<file path="config.mk">
export PLATFORM = sky130hd
export DESIGN_NAME = axi_ad9364_tx_sched
export DESIGN_NICKNAME = d
export VERILOG_FILES = /design/src/rtl/ad9364_pkg.sv /design/src/rtl/ad9364_sample_fifo.sv /design/src/rtl/axi_ad9364_tx_sched.sv
export SDC_FILE = /design/constraint.sdc
export NUM_CORES = 1
export LEC_CHECK = 0
export CORE_MARGIN = 2
export CORE_UTILIZATION = 58
export DETAILED_ROUTE_END_ITERATION = 8
export DONT_BUFFER_PORTS = 1
export PLACE_DENSITY = 0.81
export SYNTH_ARGS = -nofsm -noshare
export SYNTH_HDL_FRONTEND = slang
export SYNTH_SLANG_ARGS = --single-unit
</file>
<file path="constraint.sdc">
create_clock -name clk -period 4.1 [get_ports clk]
set_clock_uncertainty 0.2 [all_clocks]
set_input_delay 0.41 -clock clk [delete_from_list [all_inputs] [get_ports clk]]
set_output_delay 0.41 -clock clk [all_outputs]
set_load 0.1 [all_outputs]
</file>
<file path="src/rtl/ad9364_pkg.sv">
// Shared types and constants for the AD9364 transmit sample scheduler.
package ad9364_pkg;

   localparam int unsigned DATA_W    = 12;
   localparam int unsigned PERIOD_R1 = 2;
   localparam int unsigned PERIOD_R2 = 4;

   localparam logic [DATA_W-1:0] TONE_A_I = 12'o2064;
   localparam logic [DATA_W-1:0] TONE_A_Q = 12'o1753;
   localparam logic [DATA_W-1:0] TONE_B_I = 12'o4402;
   localparam logic [DATA_W-1:0] TONE_B_Q = 12'o1337;

   typedef struct packed {
      logic [DATA_W-1:0] i1;
      logic [DATA_W-1:0] q1;
      logic [DATA_W-1:0] i2;
      logic [DATA_W-1:0] q2;
   } sample_t;

   typedef enum logic [1:0] {
      ST_IDLE  = 2'd0,
      ST_PRIME = 2'd1,
      ST_RUN   = 2'd2
   } state_t;

endpackage

</file>
<file path="src/rtl/ad9364_sample_fifo.sv">
// Synchronous FIFO of sample sets with occupancy count and single-cycle flush.
module ad9364_sample_fifo
   import ad9364_pkg::*;
#(
   parameter int unsigned DEPTH = 4
) (
   input  logic                   clk,
   input  logic                   rst,
   input  logic                   wr_en,
   input  sample_t                wr_data,
   input  logic                   rd_en,
   input  logic                   flush,
   output sample_t                rd_data,
   output logic [$clog2(DEPTH):0] count,
   output logic                   full,
   output logic                   empty
);
   localparam int unsigned AW = $clog2(DEPTH);
   localparam int unsigned CW = AW + 1;

   sample_t       mem_q [DEPTH];
   logic [AW-1:0] wr_ptr_q, wr_ptr_d;
   logic [AW-1:0] rd_ptr_q, rd_ptr_d;
   logic [CW-1:0] count_q, count_d;
   logic          wr_ok, rd_ok;

   // Full blocks writes even when a read happens in the same cycle.
   assign full    = (count_q == CW'(DEPTH));
   assign empty   = (count_q == '0);
   assign wr_ok   = wr_en && !full && !flush;
   assign rd_ok   = rd_en && !empty && !flush;
   assign rd_data = mem_q[rd_ptr_q];
   assign count   = count_q;

   always_comb begin
      wr_ptr_d = wr_ptr_q;
      rd_ptr_d = rd_ptr_q;
      count_d  = count_q;
      if (flush) begin
         wr_ptr_d = '0;
         rd_ptr_d = '0;
         count_d  = '0;
      end else begin
         if (wr_ok) wr_ptr_d = wr_ptr_q + AW'(1);
         if (rd_ok) rd_ptr_d = rd_ptr_q + AW'(1);
         case ({wr_ok, rd_ok})
            2'b10:   count_d = count_q + CW'(1);
            2'b01:   count_d = count_q - CW'(1);
            default: count_d = count_q;
         endcase
      end
   end

   always_ff @(posedge clk or posedge rst) begin
      if (rst) begin
         wr_ptr_q <= '0;
         rd_ptr_q <= '0;
         count_q  <= '0;
      end else begin
         wr_ptr_q <= wr_ptr_d;
         rd_ptr_q <= rd_ptr_d;
         count_q  <= count_d;
      end
   end

   always_ff @(posedge clk) begin
      if (wr_ok) mem_q[wr_ptr_q] <= wr_data;
   end

endmodule

</file>
<file path="src/rtl/axi_ad9364_tx_sched.sv">
// AD9364 transmit slot scheduler: FIFO-buffered samples emitted every 2 (1R1T) or 4 (2R2T) cycles.
// Optional built-in test tone enabled by defining AD9364_TX_SCHED_TONE_EN.
module axi_ad9364_tx_sched
   import ad9364_pkg::*;
#(
   parameter int unsigned FIFO_DEPTH  = 4,
   parameter int unsigned PRIME_LEVEL = 2
) (
   input  logic        clk,
   input  logic        rst,
   input  logic        enable,
   input  logic        r1_mode,
   input  logic        tone_sel,
   input  logic        s_valid,
   output logic        s_ready,
   input  logic [11:0] s_data_i1,
   input  logic [11:0] s_data_q1,
   input  logic [11:0] s_data_i2,
   input  logic [11:0] s_data_q2,
   output logic        dac_valid,
   output logic [11:0] dac_data_i1,
   output logic [11:0] dac_data_q1,
   output logic [11:0] dac_data_i2,
   output logic [11:0] dac_data_q2,
   output logic        dac_r1_mode,
   output logic        busy,
   output logic        underflow,
   output logic [15:0] underflow_count
);
   localparam int unsigned CW = $clog2(FIFO_DEPTH) + 1;

   state_t        state_q, state_d;
   logic [1:0]    phase_q, phase_d;
   logic          r1_q, r1_d;
   logic          valid_q, valid_d;
   sample_t       dac_q, dac_d;
   logic          uf_q, uf_d;
   logic [15:0]   uf_cnt_q, uf_cnt_d;
   logic          tone_b_q, tone_b_d;
   logic          tone_on;
   logic          pop, flush, last_phase;
   sample_t       wr_set, head;
   logic [CW-1:0] fifo_count;
   logic          fifo_full, fifo_empty;

`ifdef AD9364_TX_SCHED_TONE_EN
   assign tone_on = tone_sel;
`else
   logic unused_tone_sel;
   assign unused_tone_sel = tone_sel;
   assign tone_on         = 1'b0;
`endif

   assign wr_set = '{i1: s_data_i1, q1: s_data_q1, i2: s_data_i2, q2: s_data_q2};

   ad9364_sample_fifo #(.DEPTH(FIFO_DEPTH)) u_fifo (
      .clk     (clk),
      .rst     (rst),
      .wr_en   (s_valid),
      .wr_data (wr_set),
      .rd_en   (pop),
      .flush   (flush),
      .rd_data (head),
      .count   (fifo_count),
      .full    (fifo_full),
      .empty   (fifo_empty)
   );

   assign last_phase = (phase_q == (r1_q ? 2'(PERIOD_R1 - 1) : 2'(PERIOD_R2 - 1)));

   always_comb begin
      state_d  = state_q;
      phase_d  = phase_q;
      r1_d     = r1_q;
      valid_d  = 1'b0;
      dac_d    = dac_q;
      uf_d     = 1'b0;
      tone_b_d = tone_b_q;
      pop      = 1'b0;
      flush    = 1'b0;
      uf_cnt_d = (uf_q && uf_cnt_q != 16'hFFFF) ? uf_cnt_q + 16'd1 : uf_cnt_q;
      case (state_q)
         ST_IDLE: begin
            phase_d  = 2'd0;
            r1_d     = r1_mode;
            tone_b_d = 1'b0;
            if (enable) state_d = ST_PRIME;
         end
         ST_PRIME: begin
            phase_d = 2'd0;
            if (!enable) state_d = ST_IDLE;
            else if (tone_on || fifo_count >= CW'(PRIME_LEVEL)) state_d = ST_RUN;
         end
         ST_RUN: begin
            phase_d = last_phase ? 2'd0 : phase_q + 2'd1;
            if (phase_q == 2'd0) begin
               if (!enable) begin
                  state_d = ST_IDLE;
                  phase_d = 2'd0;
                  flush   = 1'b1;
               end else begin
                  valid_d = 1'b1;
                  if (tone_on) begin
                     dac_d.i1 = tone_b_q ? TONE_B_I : TONE_A_I;
                     dac_d.q1 = tone_b_q ? TONE_B_Q : TONE_A_Q;
                     dac_d.i2 = dac_d.i1;
                     dac_d.q2 = dac_d.q1;
                     tone_b_d = !tone_b_q;
                  end else if (!fifo_empty) begin
                     dac_d = head;
                     pop   = 1'b1;
                  end else begin
                     dac_d = '0;
                     uf_d  = 1'b1;
                  end
                  // Second channel pair is unused in 1R1T.
                  if (r1_q) begin
                     dac_d.i2 = '0;
                     dac_d.q2 = '0;
                  end
               end
            end
         end
         default: state_d = ST_IDLE;
      endcase
   end

   always_ff @(posedge clk or posedge rst) begin
      if (rst) begin
         state_q  <= ST_IDLE;
         phase_q  <= 2'd0;
         r1_q     <= 1'b0;
         valid_q  <= 1'b0;
         dac_q    <= '0;
         uf_q     <= 1'b0;
         uf_cnt_q <= 16'd0;
         tone_b_q <= 1'b0;
      end else begin
         state_q  <= state_d;
         phase_q  <= phase_d;
         r1_q     <= r1_d;
         valid_q  <= valid_d;
         dac_q    <= dac_d;
         uf_q     <= uf_d;
         uf_cnt_q <= uf_cnt_d;
         tone_b_q <= tone_b_d;
      end
   end

   assign s_ready         = !fifo_full;
   assign dac_valid       = valid_q;
   assign dac_data_i1     = dac_q.i1;
   assign dac_data_q1     = dac_q.q1;
   assign dac_data_i2     = dac_q.i2;
   assign dac_data_q2     = dac_q.q2;
   assign dac_r1_mode     = r1_q;
   assign busy            = (state_q != ST_IDLE);
   assign underflow       = uf_q;
   assign underflow_count = uf_cnt_q;

endmodule
</file>
Yosys cells after proc, flatten, opt, wreduce, memory -nomap -nowiden
Memory sizes are Yosys's and may differ from the RTL's.
Cells that the tools add are included.

storage, ports and cells
  output and inout port bits = 69
  input bits = 54
  memories kept = 1
  RAM bits = 192
  logic and storage cells = 86
  bits in registers = 78

operators by class
  equality and inequality tests = 11
  add/sub/neg operators = 6
  $lt $le $gt $ge = 1
  mux-type cells = 35
  reductions and logical operators = 19

memories
  name          words  width  read ports  clocked after Yosys merged registers in  write ports  line                      RTL
  u_fifo.mem_q  4      48     1           0                                        1            ad9364_sample_fifo.sv:21  sample_t mem_q [DEPTH];

operator list
  cell                                                                   count
  48-bit two-way mux                                                     1
  2-bit two-way mux                                                      13
  24-bit two-way mux                                                     1
  16-bit by 1-bit adder with 16-bit output, second input constant        1
  1-bit two-way mux                                                      16
  16-bit != test, second input constant                                  1
  2-bit nonzero test                                                     4
  2-bit by 1-bit adder with 2-bit output, second input constant          3
  2-bit != test, second input constant                                   3
  2-bit one-hot mux with 3 select lines                                  1
  3-bit one-hot mux with 2 select lines                                  1
  1-bit logical AND                                                      5
  2-bit by 1-bit equality test with 1-bit output, second input constant  2
  2-bit equality test, second input constant                             2
  2-bit logical NOT                                                      2
  2-bit one-hot mux with 2 select lines                                  1
  4-bit AND reduction                                                    1
  3-bit by 1-bit adder with 3-bit output, second input constant          1
  3-bit equality test, second input constant                             1
  3-bit by 2-bit >= comparator with 1-bit output, second input constant  1
  1-bit logical NOT                                                      3
  3-bit logical NOT                                                      1
  3-bit two-way mux                                                      1
  3-bit != test, second input constant                                   1
  5 further kinds                                                        5

Longest topological paths before layout
  depth after elaboration = 10
  depth in mapped cells = 10
  depth with buffers taken out = 9

Modules after synthesis
Synthesis repeated with hierarchy kept, for this count alone.

second synthesis, totals
  cell total of the unflattened synthesis = 628
  area total of the unflattened synthesis = 10495.1 um^2

by module, submodules not included
  module               times used  area an instance (um^2)  cells an instance  seq. area each (um^2)
  ad9364_sample_fifo   1           7519.7                   318                5940.7
  axi_ad9364_tx_sched  1           2975.4                   310                1776.7

Worst setup path after synthesis
No wires, ideal clock.

  kind = register to register
  from = register u_fifo.count_q[0], in the netlist u_fifo.count[0]
  to = memory u_fifo.mem_q[0][0] (netlist name), enable pin
  data arrival time = 2.800 ns
  cell stages (with the launch flop) = 5
  path buffers = 0
  path slack = 0.689 ns
  period minus slack after synthesis = 3.411 ns
  setup time = 0.411 ns
  required time = 3.489 ns
  cells stage by stage = dfrtp_1 > or3b_1 > nand2_2 > nor2_1 > and2_1

on the way
  longest elaborated chain between the ends = 6

RTL lines
  element                                  line                       RTL
  start: declaration                       ad9364_sample_fifo.sv:24   logic [CW-1:0] count_q, count_d;
  start signal: assignment                 ad9364_sample_fifo.sv:62   count_q <= count_d;
  3-bit equality test                      ad9364_sample_fifo.sv:28   assign full = (count_q == CW'(DEPTH));
  1-bit logical NOT                        --
  via s_ready                              axi_ad9364_tx_sched.sv:15  output logic s_ready,
  1-bit logical AND (2 in a row)           ad9364_sample_fifo.sv:30   assign wr_ok = wr_en && !full && !flush;
  1-bit two-way mux                        ad9364_sample_fifo.sv:67   if (wr_ok) mem_q[wr_ptr_q] <= wr_data;
  1-bit two-way mux (not written as such)  ad9364_sample_fifo.sv:67
  end: declaration                         ad9364_sample_fifo.sv:21

The timed path passes the listed nets, and every way through them passes these cells.

Worst setup path in the final report
  from = register phase_q[0]
  to = memory u_fifo.mem_q[3][23] (netlist name), enable pin

on the way
  longest elaborated chain between the ends = 7

RTL lines
  element                                  line                        RTL
  start: declaration                       axi_ad9364_tx_sched.sv:33   logic [1:0] phase_q, phase_d;
  start signal: assignment                 axi_ad9364_tx_sched.sv:140  phase_q <= phase_d;
  2-bit logical NOT                        axi_ad9364_tx_sched.sv:96   if (phase_q == 2'd0) begin
  1-bit two-way mux                        axi_ad9364_tx_sched.sv:96
  1-bit two-way mux                        axi_ad9364_tx_sched.sv:82   case (state_q)
  1-bit logical NOT                        ad9364_sample_fifo.sv:30
  1-bit logical AND                        ad9364_sample_fifo.sv:30
  1-bit two-way mux                        ad9364_sample_fifo.sv:67
  1-bit two-way mux (not written as such)  ad9364_sample_fifo.sv:67

Every way passes these cells.

==> impl_metrics.toml <==
[synthesis]
ys_ff_latch = 270
synth-main-ff-cell = "edfxtp_1"
ys_top_cells_by_count = "edfxtp_1, dfrtp_1, a22o_1, mux4_2"
synth_top_area_frac = 0.5616
seq_area_frac_synth = 0.7517
ys_warn_count = 0
post_synth_num_cell_types = 53
yosysMostFrequentCell = "edfxtp_1"
syn_inst = 522
syn_nets = 583
synth_largest_area_cell = "edfxtp_1"
synth_edf_count = 192
syn_area_sq_um = 10270
synth.area.top_cells = "edfxtp_1, dfrtp_1, mux4_2, a22o_1, ha_1"
avgSynthCellArea_sq_um = 19.67
ys_async_sr_fraction = 0.2889

[global_route]
gr-usage-all-layers = 0.2220
gr-total-overflow = 0
grt_pass1_vias = 5542
grt_pass1_wl_um = 31160
grt_max_degree = 54
antenna_found_initial = 0

[floorplanning]
fp.dieW_um = 137.0
rows = 48
coreArea_sq_um = 17300
io_pins = 123
initial_core_util = 0.5935
die_area_sq_um = 18780
die_h_um = 137.0

[place]
dp_cells = 748
numPortBuffers = 0
placed_area_sq_um = 10670
dp.final_hpwl_um = 11480
pre_cts_ws_ps = 1068
place_congestion = 0.8049

[critical_path]
path_max_fanout = 30
crit_type = "reg2reg"
regToRegEndpoint = "u_fifo.mem_q[3][23]$_DFFE_PP_"
start_kind = "flop"
path_cells = "inv_1 > ha_1 > nor2b_1 > and3b_1 > nor2_1 > and2_2 > buf_4"
slowest_delay_ps = 790
r2r-start = "phase_q[0]$_DFFE_PP0P_"
reg2regPathDepth = 7
cp_slowest_cell = "and2_2"
critPathBufInv = 2
required_ps = 4130
critical-path-top-delay-family = "simple AND/OR/NAND/NOR gates"
crit_cells = 7
worstPathArrival_ps = 3070
reg2reg_slack_ps = 1060
end_kind = "flop"

[hold_path]
hold_start = "s_valid"
whs_endpoint = "u_fifo.count[2]$_DFFE_PP0P_"
min_path_cells = 3
hold_path_class = "in2reg"

[sta]
drv_slew = 0
finalCriticalPeriod_ps = 3037
fin_crit_sh = 0.7408
clock.fmax_mhz = 329.3
setup_viol = 0
worst_pin_slew_ps = 1177
whs_ps = 20.78
maxSlewHeadroom = 0.2127
hold_violations = 0
setup_tns_ps = 0
finalWorstSetupSlack_ps = 1063
rsz0062_at_grt = "no"

[job]
max_cap_viol_count = 0

[layout]
fin_cells = 850
fillers = 1031
postLayoutCellArea_sq_um = 12070
n_antenna_cell = 0
nets = 665
syn2layout_area_growth_pct = 17.59
drive_above_1_share = 0.2144
final_util = 0.6979

[clock_tree]
clk_path_buf_depth = 3
cts_buffers = 27
cts_root_buf = "clkbuf_16"
clk_latency_ps = 540
tritoncts = "built"
cts_max_level = 1
path_clk_slew_ps = 60
post_cts_buffers = 0
numClockSinks = 270
post_cts_resized = 0

[route]
drtIter0Drc = 384
num_vias = 5188
routed_wl_um = 20050
maxUsedRoutingLayer = "met4"
route.met3.wl_um = 1365
m1WireLength_um = 7694
final_antenna_net_count = 0
via_per_inst = 6.104
wl_met2_um = 10550
drc_errors = 0
drtPass1Iterations = 6
wire_per_inst_um = 23.59

[status]
status = "finished clean"

[power_and_ir_drop]
vdd_drop_max_mv = 0.5455
leakagePower_nw = 4.426
p_per_area_nw_per_um2 = 801.7
p_total_mw = 9.678
==> worst min-delay path, cell delays in order <==
cell     delay (ps)
nand3_1          90
a21o_1          120
a31oi_1          70
==> flip-flops by register name (all words and copies together) (netlist names) <==
name and count:
u_fifo.mem_q 192, underflow_count 16, dac_data_i1 12, dac_data_i2 12, dac_data_q1 12, dac_data_q2 12, u_fifo.count 3, phase_q 2
state_q 2, u_fifo.rd_ptr_q 2, u_fifo.wr_ptr_q 2, dac_r1_mode 1, dac_valid 1, underflow 1
==> where the power goes <==
group	internal, mW	switching [mW]
Sequential	3.57	2.16
Clock	1.42	0.987
Combinational	0.798	0.743
Total	5.79	3.89
==> timing repair <==
item,CTS,global route
setup endpoints to repair,0,0
hold endpoints to repair,249,0
hold buffers,52,0
==> kinds of logic after synthesis <==
kind of cell | Yosys count | synth area share
compound gates | 73 | 0.05716
mux | 53 | 0.1114
flops | 270 | 0.7517
xor+xnor | 12 | 0.01097
buf+inv | 33 | 0.01365
simple gates | 74 | 0.04583
fa+ha+maj | 7 | 0.009263
==> layer usage <==
layer  global-route usage  vias to the layer above
li1                     -                     2275
met1               0.2892                     2678
met2               0.3784                      197
met3              0.04852                       38
met4              0.06816                        0
met5                    0                        -
==> how the worst max path moves through the flow <==
stage                                            from                            end  slack (ps)
after CTS                      phase_q[0]$_DFFE_PP0P_   u_fifo.mem_q[2][3]$_DFFE_PP_        1050
after global routing           phase_q[0]$_DFFE_PP0P_   u_fifo.mem_q[2][3]$_DFFE_PP_         850
after floorplan           u_fifo.count[0]$_DFFE_PP0P_   u_fifo.mem_q[0][0]$_DFFE_PP_         690
final                          phase_q[0]$_DFFE_PP0P_  u_fifo.mem_q[3][23]$_DFFE_PP_        1060
after global placement         phase_q[0]$_DFFE_PP0P_   u_fifo.mem_q[3][5]$_DFFE_PP_        1200
after detailed placement       phase_q[0]$_DFFE_PP0P_   u_fifo.mem_q[2][5]$_DFFE_PP_        1070
==> final cells by class <==
| type | instances | area [sq um] | share of cell area |
|---|---|---|---|
| inverters | 9 | 35.03 | 0.002902 |
| repair buffers | 77 | 733.2 | 0.06074 |
| multi-input cells | 219 | 2420 | 0.2005 |
| clock inverters | 9 | 111.4 | 0.009225 |
| flip-flops and latches | 270 | 7722 | 0.6397 |
| well taps | 225 | 281.5 | 0.02332 |
| clock buffers | 41 | 768.2 | 0.06364 |
==> cells in the final DEF, fill, tap and decap left out, types with 3 or more instances in the layout <==
| cell type | instances |
|---|---|
| clkbuf_8 | 4 |
| a41oi_1 | 3 |
| nand3_1 | 11 |
| nor2_1 | 10 |
| clkinv_2 | 5 |
| a22o_1 | 48 |
| nor2b_1 | 5 |
| and3_1 | 5 |
| ha_1 | 6 |
| xor2_1 | 7 |
| xnor2_1 | 4 |
| edfxtp_1 | 192 |
| dfrtp_1 | 76 |
| mux4_2 | 48 |
| nand2_1 | 10 |
| a21oi_1 | 7 |
| o21ai_0 | 4 |
| dlygate4sd3_1 | 52 |
| buf_4 | 23 |
| clkbuf_16 | 27 |
| nand2b_1 | 4 |
| nor3_1 | 4 |
| clkbuf_1 | 10 |
| inv_1 | 8 |
| and2_2 | 4 |
(Power assumes the default switching activity.)
